File: config.mk
export PLATFORM = sky130hd
export DESIGN_NAME = mem_access_unit_flat
export DESIGN_NICKNAME = d
export VERILOG_FILES = /design/src/rtl/mem_access_unit_if.sv /design/src/rtl/mem_access_unit.sv /design/src/flat_wrapper.sv
export SDC_FILE = /design/constraint.sdc
export NUM_CORES = 1
export LEC_CHECK = 0
export CORE_AREA = 2 2 213 131
export CTS_CLUSTER_DIAMETER = 200
export DETAILED_ROUTE_END_ITERATION = 12
export DIE_AREA = 0 0 215 133
export GPL_TIMING_DRIVEN = 0
export PLACE_DENSITY = 0.69
export SLEW_MARGIN = 25
export SYNTH_ARGS = -nofsm -noshare
export SYNTH_HDL_FRONTEND = slang
export SYNTH_SLANG_ARGS = --single-unit
File: constraint.sdc
create_clock -name CLK -period 11.9 [get_ports CLK]
set_input_delay 2.38 -clock CLK [delete_from_list [all_inputs] [get_ports CLK]]
set_output_delay 2.38 -clock CLK [all_outputs]
set_load 0.02 [all_outputs]
File: src/rtl/mem_access_unit_if.sv
// Data-memory bus between the MEM-stage access unit (master) and the data memory (slave).
interface mem_access_unit_if #(
  parameter int ADDR_W = 32
);
  logic              dm_req;
  logic              dm_we;
  logic [ADDR_W-1:0] dm_addr;
  logic [3:0]        dm_be;
  logic [31:0]       dm_wdata;
  logic              dm_ack;
  logic [31:0]       dm_rdata;

  modport master (
    output dm_req, dm_we, dm_addr, dm_be, dm_wdata,
    input  dm_ack, dm_rdata
  );

  modport slave (
    input  dm_req, dm_we, dm_addr, dm_be, dm_wdata,
    output dm_ack, dm_rdata
  );
endinterface

File: src/rtl/mem_access_unit.sv
// MEM pipeline stage: issues byte/half/word loads and stores on the data-memory bus,
// stalls EX while waiting for the acknowledge, aligns/extends load data, and flags
// misaligned accesses and memory timeouts. Non-memory ops pass straight through.
module mem_access_unit #(
  parameter int ADDR_W     = 32,
  parameter int TIMEOUT    = 16,
  parameter bit BIG_ENDIAN = 1'b1
) (
  input  logic              CLK,
  input  logic              RESET,
  input  logic              in_valid,
  input  logic [3:0]        in_op,
  input  logic [ADDR_W-1:0] in_addr,
  input  logic [31:0]       in_store_data,
  input  logic [4:0]        in_src_reg,
  input  logic [4:0]        in_dest,
  input  logic              in_wb,
  input  logic [31:0]       in_instr,
  input  logic              wb_we,
  input  logic [4:0]        wb_reg,
  input  logic [31:0]       wb_data,
  mem_access_unit_if.master dm,
  output logic              stall,
  output logic              pr_valid,
  output logic              pr_wb,
  output logic [4:0]        pr_dest,
  output logic [31:0]       pr_result,
  output logic [31:0]       pr_instr,
  output logic              misalign_err,
  output logic              timeout_err
);

  localparam logic [0:0] ST_IDLE = 1'b0;
  localparam logic [0:0] ST_WAIT = 1'b1;

  localparam logic [3:0] OP_LB  = 4'd1;
  localparam logic [3:0] OP_LBU = 4'd2;
  localparam logic [3:0] OP_LH  = 4'd3;
  localparam logic [3:0] OP_LHU = 4'd4;
  localparam logic [3:0] OP_LW  = 4'd5;
  localparam logic [3:0] OP_SB  = 4'd6;
  localparam logic [3:0] OP_SH  = 4'd7;
  localparam logic [3:0] OP_SW  = 4'd8;

  localparam int              CNT_W    = $clog2(TIMEOUT + 1);
  localparam logic [CNT_W-1:0] CNT_LAST = CNT_W'(TIMEOUT - 1);
  localparam logic [CNT_W-1:0] CNT_ONE  = CNT_W'(1);
  localparam logic [CNT_W-1:0] CNT_ZERO = {CNT_W{1'b0}};

  // Bit position of the low end of byte lane 'off'.
  function automatic logic [4:0] lane_lsb(input logic [1:0] off);
    if (BIG_ENDIAN) return 5'd24 - {off, 3'b000};
    else            return {off, 3'b000};
  endfunction

  // Bit position of the low end of the halfword occupying lanes off and off+1.
  function automatic logic [4:0] half_lsb(input logic [1:0] off);
    if (BIG_ENDIAN) return 5'd16 - {off, 3'b000};
    else            return {off, 3'b000};
  endfunction

  function automatic logic is_mem_op(input logic [3:0] op);
    return (op >= OP_LB) && (op <= OP_SW);
  endfunction

  function automatic logic is_store_op(input logic [3:0] op);
    return (op >= OP_SB) && (op <= OP_SW);
  endfunction

  function automatic logic is_misaligned(input logic [3:0] op, input logic [1:0] off);
    logic r;
    case (op)
      OP_LH, OP_LHU, OP_SH: r = off[0];
      OP_LW, OP_SW:         r = (off != 2'b00);
      default:              r = 1'b0;
    endcase
    return r;
  endfunction

  // Loads always fetch the whole word; sub-word stores enable only their lanes.
  function automatic logic [3:0] byte_enable(input logic [3:0] op, input logic [1:0] off);
    logic [4:0] p;
    logic [3:0] r;
    case (op)
      OP_SB: begin
        p = lane_lsb(off);
        r = 4'b0001 << p[4:3];
      end
      OP_SH: begin
        p = half_lsb(off);
        r = 4'b0011 << p[4:3];
      end
      default: begin
        p = 5'd0;
        r = 4'b1111;
      end
    endcase
    return r;
  endfunction

  // Replicated store data lets the memory pick any lane without a shifter.
  function automatic logic [31:0] store_replicate(input logic [3:0] op, input logic [31:0] d);
    logic [31:0] r;
    case (op)
      OP_SB:   r = {4{d[7:0]}};
      OP_SH:   r = {2{d[15:0]}};
      default: r = d;
    endcase
    return r;
  endfunction

  function automatic logic [31:0] load_extract(input logic [3:0] op, input logic [1:0] off,
                                               input logic [31:0] w);
    logic [7:0]  b;
    logic [15:0] h;
    logic [31:0] r;
    b = w[lane_lsb(off) +: 8];
    h = w[half_lsb(off) +: 16];
    case (op)
      OP_LB:   r = {{24{b[7]}}, b};
      OP_LBU:  r = {24'd0, b};
      OP_LH:   r = {{16{h[15]}}, h};
      OP_LHU:  r = {16'd0, h};
      default: r = w;
    endcase
    return r;
  endfunction

  logic [0:0]        state_r;
  logic [CNT_W-1:0]  cnt_r;
  logic [3:0]        op_r;
  logic [ADDR_W-1:0] addr_r;
  logic [4:0]        dest_r;
  logic              wb_r;
  logic [31:0]       instr_r;

  logic              dm_req_r;
  logic              dm_we_r;
  logic [ADDR_W-1:0] dm_addr_r;
  logic [3:0]        dm_be_r;
  logic [31:0]       dm_wdata_r;

  logic              pr_valid_r;
  logic              pr_wb_r;
  logic [4:0]        pr_dest_r;
  logic [31:0]       pr_result_r;
  logic [31:0]       pr_instr_r;
  logic              misalign_err_r;
  logic              timeout_err_r;

  logic              idle_s;
  logic              in_mem_s;
  logic              in_mis_s;
  logic [31:0]       st_data_s;
  logic              accept_s;
  logic              misalign_s;
  logic              pass_s;
  logic              done_s;
  logic              abort_s;

  // Decode the incoming op and the events that drive every register below.
  always_comb begin
    idle_s   = (state_r == ST_IDLE);
    in_mem_s = is_mem_op(in_op);
    in_mis_s = is_misaligned(in_op, in_addr[1:0]);
    if (wb_we && (wb_reg == in_src_reg) && (wb_reg != 5'd0)) begin
      st_data_s = wb_data;
    end else begin
      st_data_s = in_store_data;
    end
    accept_s   = idle_s && in_valid && in_mem_s && !in_mis_s;
    misalign_s = idle_s && in_valid && in_mis_s;
    pass_s     = idle_s && in_valid && !in_mem_s;
    done_s     = !idle_s && dm.dm_ack;
    abort_s    = !idle_s && !dm.dm_ack && (cnt_r == CNT_LAST);
  end

  // FSM and WAIT-cycle counter; an ack on the last allowed cycle wins over the timeout.
  always_ff @(posedge CLK or posedge RESET) begin
    if (RESET) begin
      state_r <= ST_IDLE;
      cnt_r   <= CNT_ZERO;
    end else if (accept_s) begin
      state_r <= ST_WAIT;
      cnt_r   <= CNT_ZERO;
    end else if (done_s || abort_s) begin
      state_r <= ST_IDLE;
      cnt_r   <= CNT_ZERO;
    end else if (!idle_s) begin
      cnt_r <= cnt_r + CNT_ONE;
    end
  end

  // Capture the accepted memory op so completion does not depend on EX inputs.
  always_ff @(posedge CLK or posedge RESET) begin
    if (RESET) begin
      op_r    <= 4'd0;
      addr_r  <= {ADDR_W{1'b0}};
      dest_r  <= 5'd0;
      wb_r    <= 1'b0;
      instr_r <= 32'd0;
    end else if (accept_s) begin
      op_r    <= in_op;
      addr_r  <= in_addr;
      dest_r  <= in_dest;
      wb_r    <= in_wb;
      instr_r <= in_instr;
    end
  end

  // Memory bus registers: loaded on accept, held stable for the whole request.
  always_ff @(posedge CLK or posedge RESET) begin
    if (RESET) begin
      dm_req_r   <= 1'b0;
      dm_we_r    <= 1'b0;
      dm_addr_r  <= {ADDR_W{1'b0}};
      dm_be_r    <= 4'd0;
      dm_wdata_r <= 32'd0;
    end else if (accept_s) begin
      dm_req_r   <= 1'b1;
      dm_we_r    <= is_store_op(in_op);
      dm_addr_r  <= {in_addr[ADDR_W-1:2], 2'b00};
      dm_be_r    <= byte_enable(in_op, in_addr[1:0]);
      dm_wdata_r <= store_replicate(in_op, st_data_s);
    end else if (done_s || abort_s) begin
      dm_req_r <= 1'b0;
    end
  end

  // MEM/WB pipeline register and one-cycle error flags.
  always_ff @(posedge CLK or posedge RESET) begin
    if (RESET) begin
      pr_valid_r     <= 1'b0;
      pr_wb_r        <= 1'b0;
      pr_dest_r      <= 5'd0;
      pr_result_r    <= 32'd0;
      pr_instr_r     <= 32'd0;
      misalign_err_r <= 1'b0;
      timeout_err_r  <= 1'b0;
    end else begin
      misalign_err_r <= misalign_s;
      timeout_err_r  <= abort_s;
      if (done_s) begin
        pr_valid_r  <= 1'b1;
        pr_wb_r     <= is_store_op(op_r) ? 1'b0 : wb_r;
        pr_dest_r   <= dest_r;
        pr_instr_r  <= instr_r;
        pr_result_r <= is_store_op(op_r) ? 32'(addr_r)
                                         : load_extract(op_r, addr_r[1:0], dm.dm_rdata);
      end else if (abort_s) begin
        pr_valid_r  <= 1'b1;
        pr_wb_r     <= 1'b0;
        pr_dest_r   <= dest_r;
        pr_instr_r  <= instr_r;
        pr_result_r <= 32'(addr_r);
      end else if (pass_s) begin
        pr_valid_r  <= 1'b1;
        pr_wb_r     <= in_wb;
        pr_dest_r   <= in_dest;
        pr_instr_r  <= in_instr;
        pr_result_r <= 32'(in_addr);
      end else if (misalign_s) begin
        pr_valid_r  <= 1'b1;
        pr_wb_r     <= 1'b0;
        pr_dest_r   <= in_dest;
        pr_instr_r  <= in_instr;
        pr_result_r <= 32'(in_addr);
      end else begin
        pr_valid_r <= 1'b0;
        pr_wb_r    <= 1'b0;
      end
    end
  end

  assign stall        = (state_r == ST_WAIT);
  assign dm.dm_req    = dm_req_r;
  assign dm.dm_we     = dm_we_r;
  assign dm.dm_addr   = dm_addr_r;
  assign dm.dm_be     = dm_be_r;
  assign dm.dm_wdata  = dm_wdata_r;
  assign pr_valid     = pr_valid_r;
  assign pr_wb        = pr_wb_r;
  assign pr_dest      = pr_dest_r;
  assign pr_result    = pr_result_r;
  assign pr_instr     = pr_instr_r;
  assign misalign_err = misalign_err_r;
  assign timeout_err  = timeout_err_r;

endmodule
File: src/flat_wrapper.sv
// flat-port wrapper written by rule: the top's interface ports become plain ports
module mem_access_unit_flat 
#(
  parameter int ADDR_W     = 32,
  parameter int TIMEOUT    = 16,
  parameter bit BIG_ENDIAN = 1'b1
)
  (CLK, RESET, in_valid, in_op, in_addr, in_store_data, in_src_reg, in_dest, in_wb, in_instr, wb_we, wb_reg, wb_data, stall, pr_valid, pr_wb, pr_dest, pr_result, pr_instr, misalign_err, timeout_err, dm_dm_req, dm_dm_we, dm_dm_addr, dm_dm_be, dm_dm_wdata, dm_dm_ack, dm_dm_rdata);
  mem_access_unit_if #(.ADDR_W(ADDR_W)) dm_i ();
  input  logic CLK;
  input  logic RESET;
  input  logic in_valid;
  input  logic [3:0] in_op;
  input  logic [ADDR_W-1:0] in_addr;
  input  logic [31:0] in_store_data;
  input  logic [4:0] in_src_reg;
  input  logic [4:0] in_dest;
  input  logic in_wb;
  input  logic [31:0] in_instr;
  input  logic wb_we;
  input  logic [4:0] wb_reg;
  input  logic [31:0] wb_data;
  output logic stall;
  output logic pr_valid;
  output logic pr_wb;
  output logic [4:0] pr_dest;
  output logic [31:0] pr_result;
  output logic [31:0] pr_instr;
  output logic misalign_err;
  output logic timeout_err;
  output wire logic [$bits(dm_i.dm_req)-1:0] dm_dm_req;
  output wire logic [$bits(dm_i.dm_we)-1:0] dm_dm_we;
  output wire logic [$bits(dm_i.dm_addr)-1:0] dm_dm_addr;
  output wire logic [$bits(dm_i.dm_be)-1:0] dm_dm_be;
  output wire logic [$bits(dm_i.dm_wdata)-1:0] dm_dm_wdata;
  input wire logic [$bits(dm_i.dm_ack)-1:0] dm_dm_ack;
  input wire logic [$bits(dm_i.dm_rdata)-1:0] dm_dm_rdata;
  assign dm_dm_req = dm_i.dm_req;
  assign dm_dm_we = dm_i.dm_we;
  assign dm_dm_addr = dm_i.dm_addr;
  assign dm_dm_be = dm_i.dm_be;
  assign dm_dm_wdata = dm_i.dm_wdata;
  assign dm_i.dm_ack = dm_dm_ack;
  assign dm_i.dm_rdata = dm_dm_rdata;
  mem_access_unit #(.ADDR_W(ADDR_W), .TIMEOUT(TIMEOUT), .BIG_ENDIAN(BIG_ENDIAN)) u_core (.CLK(CLK), .RESET(RESET), .in_valid(in_valid), .in_op(in_op), .in_addr(in_addr), .in_store_data(in_store_data), .in_src_reg(in_src_reg), .in_dest(in_dest), .in_wb(in_wb), .in_instr(in_instr), .wb_we(wb_we), .wb_reg(wb_reg), .wb_data(wb_data), .dm(dm_i), .stall(stall), .pr_valid(pr_valid), .pr_wb(pr_wb), .pr_dest(pr_dest), .pr_result(pr_result), .pr_instr(pr_instr), .misalign_err(misalign_err), .timeout_err(timeout_err));
endmodule
# == After elaboration in Yosys (flattened, before gate mapping) ==
# Index checks and enable logic that the tools add are counted.
# word_totals
register_bits,220
inputBits,185
out_inout_bits,144
elab_cells,106
# op_classes
add_sub_neg,5
magnitude_cmp,5
n_eq_ne,12
shifts,4
mux,37
bitwise_logic,1
n_reduce_logical,24
# op_table
operator,count
$mux W32,10
$pmux W32 S4,1
$mux W5,13
$pmux W32 S2,1
$shiftx A32 B6 Y16,1
$shiftx A32 B6 Y8,1
$eq A4 B3 Y1 const B,5
$sub A5 B5 Y5 const A,4
$logic_and A1 B1 Y1,13
$eq A4 B2 Y1 const B,3
$mux W1,10
$ge A4 B3 Y1 const B,2
$le A4 B4 Y1 const B,2
$pmux W4 S2,1
$add A5 B1 Y5 const B,1
$eq A5 B4 Y1 const B,1
$eq A5 B5 Y1,1
$reduce_bool A5 Y1,1
$eq A4 B1 Y1 const B,1
$eq A4 B4 Y1 const B,1
$ge A4 B1 Y1 const B,1
$reduce_bool A2 Y1,2
$reduce_bool A4 Y1,1
$shl A1 B2 Y4 const A,1
8 further kinds,10

# == Longest topological paths before layout ==
# Gate-level depths: netlist of the first run.
# logic_depth
depth_word,8
depth_mapped,11
mapped_depth_nobuf,9

# == Worst setup path before layout of the first run ==
# OpenSTA, ideal clock, no wires.
# synth_timing
path_type,input -> register
startpoint,input port in_addr[0]
endpoint,register u_core.pr_result_r[2] (netlist: u_core.pr_result[2])
setup_time_ns,0.121
arrival_ns,3.870
required_ns,11.779
setup_slack_ns,7.909
stages,10
n_path_buf,2
path_cell_list,inv_1 ha_1 nor3b_1 o21ai_1 nand3_1 a21oi_4 inv_2 clkbuf_1 buf_2 o22a_1
# synth_between
elab_chain_cells,4
# synth_rtl
element,line_no,source
from (decl),flat_wrapper.sv:14,input logic [ADDR_W-1:0] in_addr;
$reduce_bool A2 Y1,mem_access_unit.sv:74,"OP_LW, OP_SW: r = (off != 2'b00);"
$pmux W1 S2 (*),mem_access_unit.sv:72,case (op)
$logic_and A1 B1 Y1 (*),mem_access_unit.sv:172,misalign_s = idle_s && in_valid && in_mis_s;
$reduce_bool A4 Y1 (no line) (*),n/a,
to (signal assigned),mem_access_unit.sv:248,pr_result_r <= is_store_op(op_r) ? 32'(addr_r)
to (signal assigned),mem_access_unit.sv:255,pr_result_r <= 32'(addr_r);
to (signal assigned),mem_access_unit.sv:261,pr_result_r <= 32'(in_addr);
to (decl),mem_access_unit.sv:146,logic [31:0] pr_result_r;
# Every way passes the cells marked *; elsewhere a longest branch is shown, timed or not.
# A chain may end at the register's enable or synchronous reset.

# == Final worst setup path of the first run ==
# Same ends and word-level chain as after synthesis.

==> impl_metrics.yaml, run 1 <==
outcome:
  outcome: "complete, no violations"
pwr:
  clockPowerShare_pct: 14.5
  peakVddDrop_mv: 0.121
  p_int_mw: 2.14
  swShare_pct: 43.1
  power.leakage_nw: 6.40
  p_switching_mw: 1.62
  pwr_density_cell_nw_per_um2: 254
  power_frac_seq_pct: 31.0
  comb_power_share_pct: 54.5
  power_mw: 3.76
floorplan:
  chipWidth_um: 215
  start_util_pct: 39.0
  core_um2: 26900
  die_area_um2: 28600
  num_rows: 47
  die_h_um: 133
  io_pins: 329
worst_setup_path:
  cpPeakStageDelay_ns: 0.74
  reg2reg_from: "u_core.cnt_r[0]$_DFFE_PP0P_"
  cp-end-kind: "flip-flop"
  crit_start: "in_addr[0]"
  cp_num_cells: 11
  arrival_ns: 5.41
  crit_family: "buffers and inverters"
  cp_cell_sequence: "clkdlybuf4s50_1, inv_1, ha_1, nor3b_1, o21ai_1, nand3_1, a21oi_4, inv_2, clkbuf_1, o21ai_0, o22a_1"
  worstSetupPathType: "in -> reg"
  slowest_stage: "clkdlybuf4s50_1"
  crit_fanout: 10
  startpoint_type: "primary input"
  cp_num_buf_inv: 4
  reg2regPathDepth: 10
  worstPathRequired_ns: 12.24
sta:
  skew_ns: 0.00941
  fmax_mhz: 197
  rsz0062_at_grt: "no"
  hold_viol_final: 0
  layout_setup_ws_ns: 6.83
  timing.final.crit_period_ns: 5.07
  slew-limit-headroom_pct: 39.0
  finalMaxSlewViolations: 0
  setup_tns_ns: 0
  finalCritPeriodShare_pct: 42.6
  finalSetupViolCount: 0
  tightest_slew_ns: 0.916
yosys:
  yosysTopAreaCell: "dfrtp_1"
  synth.area.top_cells: "dfrtp_1 (45%), nand2_1 (13%), mux2i_1 (5.8%)"
  synth_ff_type: "dfrtp_1"
  ys_types: 58
  yosysMostFrequentCell: "nand2_1"
  synthDominantCellAreaShare_pct: 45.3
  synth_area_per_cell_um2: 8.43
  synth-edff-count: 0
  ys_seq_elements: 190
  ys_seq_area_share_pct: 45.3
  ys_warn_count: 0
  netlist_area_um2: 10500
  postSynthCellCount: 1246
  netlist_top_cells_count: "nand2_1 (357), dfrtp_1 (190), nor2_1 (102), o21ai_0 (69), mux2i_1 (61)"
  async_reset_ff_share_pct: 100
run:
  drv_cap: 0
finish:
  layout-drive-gt1-share_pct: 8.74
  stdcell_count: 1972
  nNetsFinal: 1782
  area.growth.synth_to_final_pct: 41.0
drt:
  wire_per_inst_um: 20.1
  drt_first_pass_iters: 7
  drc: 0
  postRouteWirelength_um: 39600
  vias: 10743
  antenna_left: 0
  initialDrtViolationCount: 1085
  via_per_inst: 5.45
global_routing:
  grt_overflow_total: 0
  grt_max_degree: 89
  antenna_found_initial: 4
  grt_usage_pct: 27.7
  grt_pass1_wl_um: 61000
  first_global_vias: 10448
clocking:
  clkSinkCount: 190
  cts_tree: "yes"
  numCtsBuffers: 17
  htreeDepth: 4
  cts_setup_buffers: 0
  cts_root_buffer: "clkbuf_16"
  postCtsResizedCells: 0
  clock_tree.buffer_depth: 2
  clk_pin_slew_ns: 0.07
  cts_hold_buf: 0
  insertion_delay_ns: 0.45
placement:
  place_congestion: 0.938
  port_buffers: 323
  pre_cts_slack_ns: 6.44
  dp_hpwl_um: 30300
  dp_cells: 1939
worst_hold_path:
  hold_path_class: "reg -> reg"
  min_path_cells: 2
  holdCritStartpoint: "u_core.instr_r[1]$_DFFE_PP0N_"
==> state kept, by name, summed over array words and instances (netlist names) <==
register / count
u_core.dm.dm_be: 4
u_core.op_r: 4
u_core.dm.dm_wdata: 32
u_core.timeout_err: 1
u_core.pr_wb: 1
u_core.addr_r: 32
u_core.wb_r: 1
u_core.stall: 1
u_core.pr_instr: 32
u_core.dm.dm_we: 1
u_core.instr_r: 32
u_core.cnt_r: 5
u_core.pr_valid: 1
u_core.dest_r: 5
u_core.misalign_err: 1
u_core.pr_result: 32
u_core.pr_dest: 5
==> final timing paths <==
path                                                    to  slack (ns)
setup / recovery           u_core.pr_result[2]$_DFFE_PP0P_        6.83
hold / removal               u_core.instr_r[1]$_DFFE_PP0N_        0.48
setup reg to reg           u_core.pr_result[2]$_DFFE_PP0P_        8.90
hold reg to reg              u_core.instr_r[1]$_DFFE_PP0N_        0.48
max in group asynchronous    u_core.addr_r[14]$_DFFE_PP0N_        8.91
min in group asynchronous   u_core.pr_instr[7]$_DFFE_PP0P_        2.27
==> per-stage QoR <==
stage          instance area, um2  utilization (%)  hold slack, ns
2_1_floorplan               10500                -           0.445
5_1_grt                     14800             55.0           0.494
4_1_cts                     14800             54.9           0.480
3_5_place_dp                14300             52.9           0.462
3_3_place_gp                14200             52.7           0.457
6_report                    14800             55.0           0.479
==> layer usage <==
layer	up-vias	GRT usage (%)	share of wire, %
met3	62	6.67	8.3
met5	-	0	0.066
met2	496	39.3	42
met1	5194	41.4	48
li1	4987	-	-
met4	4	8.77	2.2
==> power by group through the flow <==
stage | logic, mW | registers [mW] | clock network (mW)
after floorplan | 0.975 | 1.34 | 0
after global placement | 2.01 | 1.16 | 0
after detailed placement | 2.03 | 1.17 | 0
after CTS | 2.04 | 1.16 | 0.554
after global routing | 2.20 | 1.20 | 0.578
final | 2.05 | 1.17 | 0.543
==> cell type report <==
class	instances	area, um2
diodes	3	7.51
plain buffers	125	678
clock buffers	20	457
clock inverters	10	85.1
fillers	2566	12100
inverters	18	75.1
multi-input cells	914	5000
flip-flops and latches	190	4750
well taps	367	459
repair buffers	325	3290
==> worst register-to-register path: cells and delay by family (launching register included) <==
kind / cells / cell delay (ns)
adders and majority gates: 2 / 0.44
and+or+nand+nor: 4 / 0.87
AOI/OAI and AO/OA: 2 / 0.42
buffers and inverters: 2 / 0.80
DFF: 1 / 0.42
==> cell families (layout without fill, tap and decap cells) <==
group,after synthesis,count (layout),share of synthesized area (%)
multiplexers,76,76,7.42
flip-flops,190,190,45.3
AND/OR/NAND/NOR,518,518,20.0
buffers and inverters,143,498,7.10
other,1,5,0.0357
AO/OA/AOI/OAI,302,302,18.6
adder cells (fa/ha/maj),6,6,0.715
XOR/XNOR,10,10,0.834
==> cell usage in the layout (no fill, tap or decap), types with 4 or more instances in the layout <==
master | Yosys | final
inv_1 | 15 | 14
o21bai_1 | 8 | 8
nor4_1 | 5 | 5
clkdlybuf4s50_1 | 0 | 323
clkinv_4 | 0 | 5
o22a_1 | 13 | 13
o21ai_0 | 69 | 69
buf_4 | 36 | 36
a21oi_1 | 40 | 40
nand3_1 | 14 | 14
a221oi_1 | 25 | 25
a211oi_1 | 18 | 18
xnor2_1 | 6 | 6
xor2_1 | 4 | 4
clkbuf_16 | 0 | 17
and2_1 | 4 | 4
nand2_1 | 357 | 357
mux2i_1 | 61 | 61
o22ai_1 | 55 | 55
buf_2 | 41 | 41
clkbuf_1 | 43 | 44
nor2b_1 | 11 | 11
a31oi_1 | 46 | 46
ha_1 | 6 | 6
mux2_2 | 15 | 15
a222oi_1 | 8 | 8
dfrtp_1 | 190 | 190
nor3_2 | 4 | 4
nor2_1 | 102 | 102
Note: power is estimated with default switching activity, not from simulation.
==> run 2: changes to the inputs <==
--- a/config.mk
+++ b/config.mk
@@ -10,7 +10,7 @@
 export DETAILED_ROUTE_END_ITERATION = 12
 export DIE_AREA = 0 0 215 133
 export GPL_TIMING_DRIVEN = 0
-export PLACE_DENSITY = 0.69
+export PLACE_DENSITY = 0.71
 export SLEW_MARGIN = 25
 export SYNTH_ARGS = -nofsm -noshare
 export SYNTH_HDL_FRONTEND = slang
==> constraint.sdc (replaced) <==
create_clock -name CLK -period 4.15 [get_ports CLK]
set_input_delay 0.83 -clock CLK [delete_from_list [all_inputs] [get_ports CLK]]
set_output_delay 0.83 -clock CLK [all_outputs]
set_load 0.02 [all_outputs]
==> impl_metrics.yaml, run 2 (synthesis gave the netlist of run 1 again) <==
sta:
  timing.final.crit_period_ns: 3.52
  finalMaxSlewViolations: 0
  finalCritPeriodShare_pct: 84.7
  slew-limit-headroom_pct: 41.4
  layout_setup_ws_ns: 0.634
  fmax_mhz: 284
  skew_ns: 0.0110
  rsz0062_at_grt: "no"
  tightest_slew_ns: 0.880
  hold_viol_final: 0
  finalSetupViolCount: 0
finish:
  layout-drive-gt1-share_pct: 9.09
  nNetsFinal: 1786
  utilization_pct: 55.4
  layout_commonest_cell: "nand2_1"
  area.growth.synth_to_final_pct: 42.1
  stdcell_count: 1976
  fin_area_um2: 14900
  final_cell_mix: "nand2_1 (357), clkdlybuf4s50_1 (323), dfrtp_1 (190), nor2_1 (102), o21ai_0 (69)"
clocking:
  clkSinkCount: 190
  htreeDepth: 4
  cts_hold_buf: 0
  numCtsBuffers: 17
  clock_tree.buffer_depth: 2
  insertion_delay_ns: 0.46
  postCtsResizedCells: 0
  cts_setup_buffers: 0
  cts_root_buffer: "clkbuf_16"
  cts_tree: "yes"
  clk_pin_slew_ns: 0.08
placement:
  dp_cells: 1943
  place_congestion: 0.919
  dp_hpwl_um: 30600
  port_buffers: 323
  placed_area_um2: 14300
  pre_cts_slack_ns: 0.183
global_routing:
  grt_overflow_total: 0
  grt_pass1_wl_um: 61800
  first_global_vias: 10720
  antenna_found_initial: 0
  grt_usage_pct: 28.0
  grt_max_degree: 32
floorplan:
  chipWidth_um: 215
  die_area_um2: 28600
  die_h_um: 133
  io_pins: 329
  num_rows: 47
  start_util_pct: 39.0
  core_um2: 26900
worst_setup_path:
  worstPathRequired_ns: 4.52
  cp-end-kind: "flip-flop"
  crit_fanout: 10
  startpoint_type: "primary input"
  arrival_ns: 3.89
  worstSetupPathType: "in -> reg"
drt:
  wire_per_inst_um: 20.1
  via_per_inst: 5.43
  postRouteWirelength_um: 39700
  drc: 0
  drt_first_pass_iters: 5
  antenna_left: 0
  vias: 10736
  initialDrtViolationCount: 1118
pwr:
  peakVddDrop_mv: 0.393
  pwr_density_cell_nw_per_um2: 734
  power_mw: 10.9
  power.leakage_nw: 6.45
outcome:
  outcome: "complete, no violations"
worst_hold_path:
  hold_path_class: "reg -> reg"
run:
  drv_cap: 0
run 2: cell count changes in the layout (fill, tap and decap cells not counted), sizes merged:
| cell | before | now |
|---|---|---|
| buf | 84 | 88 |
| clkinv | 8 | 4 |
| clkbuf | 63 | 60 |
| inv | 19 | 23 |
| bufinv | 0 | 2 |
| diode | 3 | 2 |
| clkinvlp | 1 | 3 |
run 2: per-layer routing:
layer	global-route usage [%]	part of all wire, %	up-vias
met3	8.41	9.3	60
met4	9.66	2.5	0
li1	-	-	4999
met5	0	0	-
met2	40.5	42	467
met1	39.8	46	5210
run 2: worst max-delay path: stages:
cell,delay (ns)
clkdlybuf4s50_1,0.72
inv_1,0.19
ha_1,0.32
nor3b_1,0.23
o21ai_1,0.13
nand3_1,0.18
a21oi_4,0.15
inv_2,0.13
clkbuf_1,0.43
buf_2,0.34
nor2_1,0.07
a31oi_1,0.17
run 2: power by group:
group	switching, mW	internal (mW)	total (mW)
clock network	0.821	0.910	1.73
logic	3.27	2.61	5.88
registers	0.611	2.73	3.34
run 2: layout make-up:
cell class                 count  area (um2)
fill                        2515       12000
multi-input combinational    914        5000
sequential                   190        4750
timing repair buffer         329        3350
buffer                       125         678
tap                          367         459
clock buffer                  17         425
clock inverter                14         171
inverter                      18        71.3
antenna                        2        5.00
run 2: stage by stage:
step,hold WS [ns],setup TNS [ns]
global placement,0.457,-154.01
detailed placement,0.463,0
CTS,0.482,0
floorplan,0.445,0
finish,0.478,0
global route,0.500,0
run 2: final timing paths:
path	startpoint	to	slack, ns	cells after the start
worst max-delay path	in_addr[0]	u_core.pr_instr[0]$_DFFE_PP0P_	0.63	12
worst min-delay path	u_core.instr_r[4]$_DFFE_PP0N_	u_core.instr_r[4]$_DFFE_PP0N_	0.48	2
worst max register to register	u_core.cnt_r[0]$_DFFE_PP0P_	u_core.pr_result[2]$_DFFE_PP0P_	1.26	10
worst min register to register	u_core.instr_r[4]$_DFFE_PP0N_	u_core.instr_r[4]$_DFFE_PP0N_	0.48	2
max in group asynchronous	RESET	u_core.pr_instr[6]$_DFFE_PP0P_	2.35	5
min in group asynchronous	RESET	u_core.addr_r[13]$_DFFE_PP0N_	0.80	2
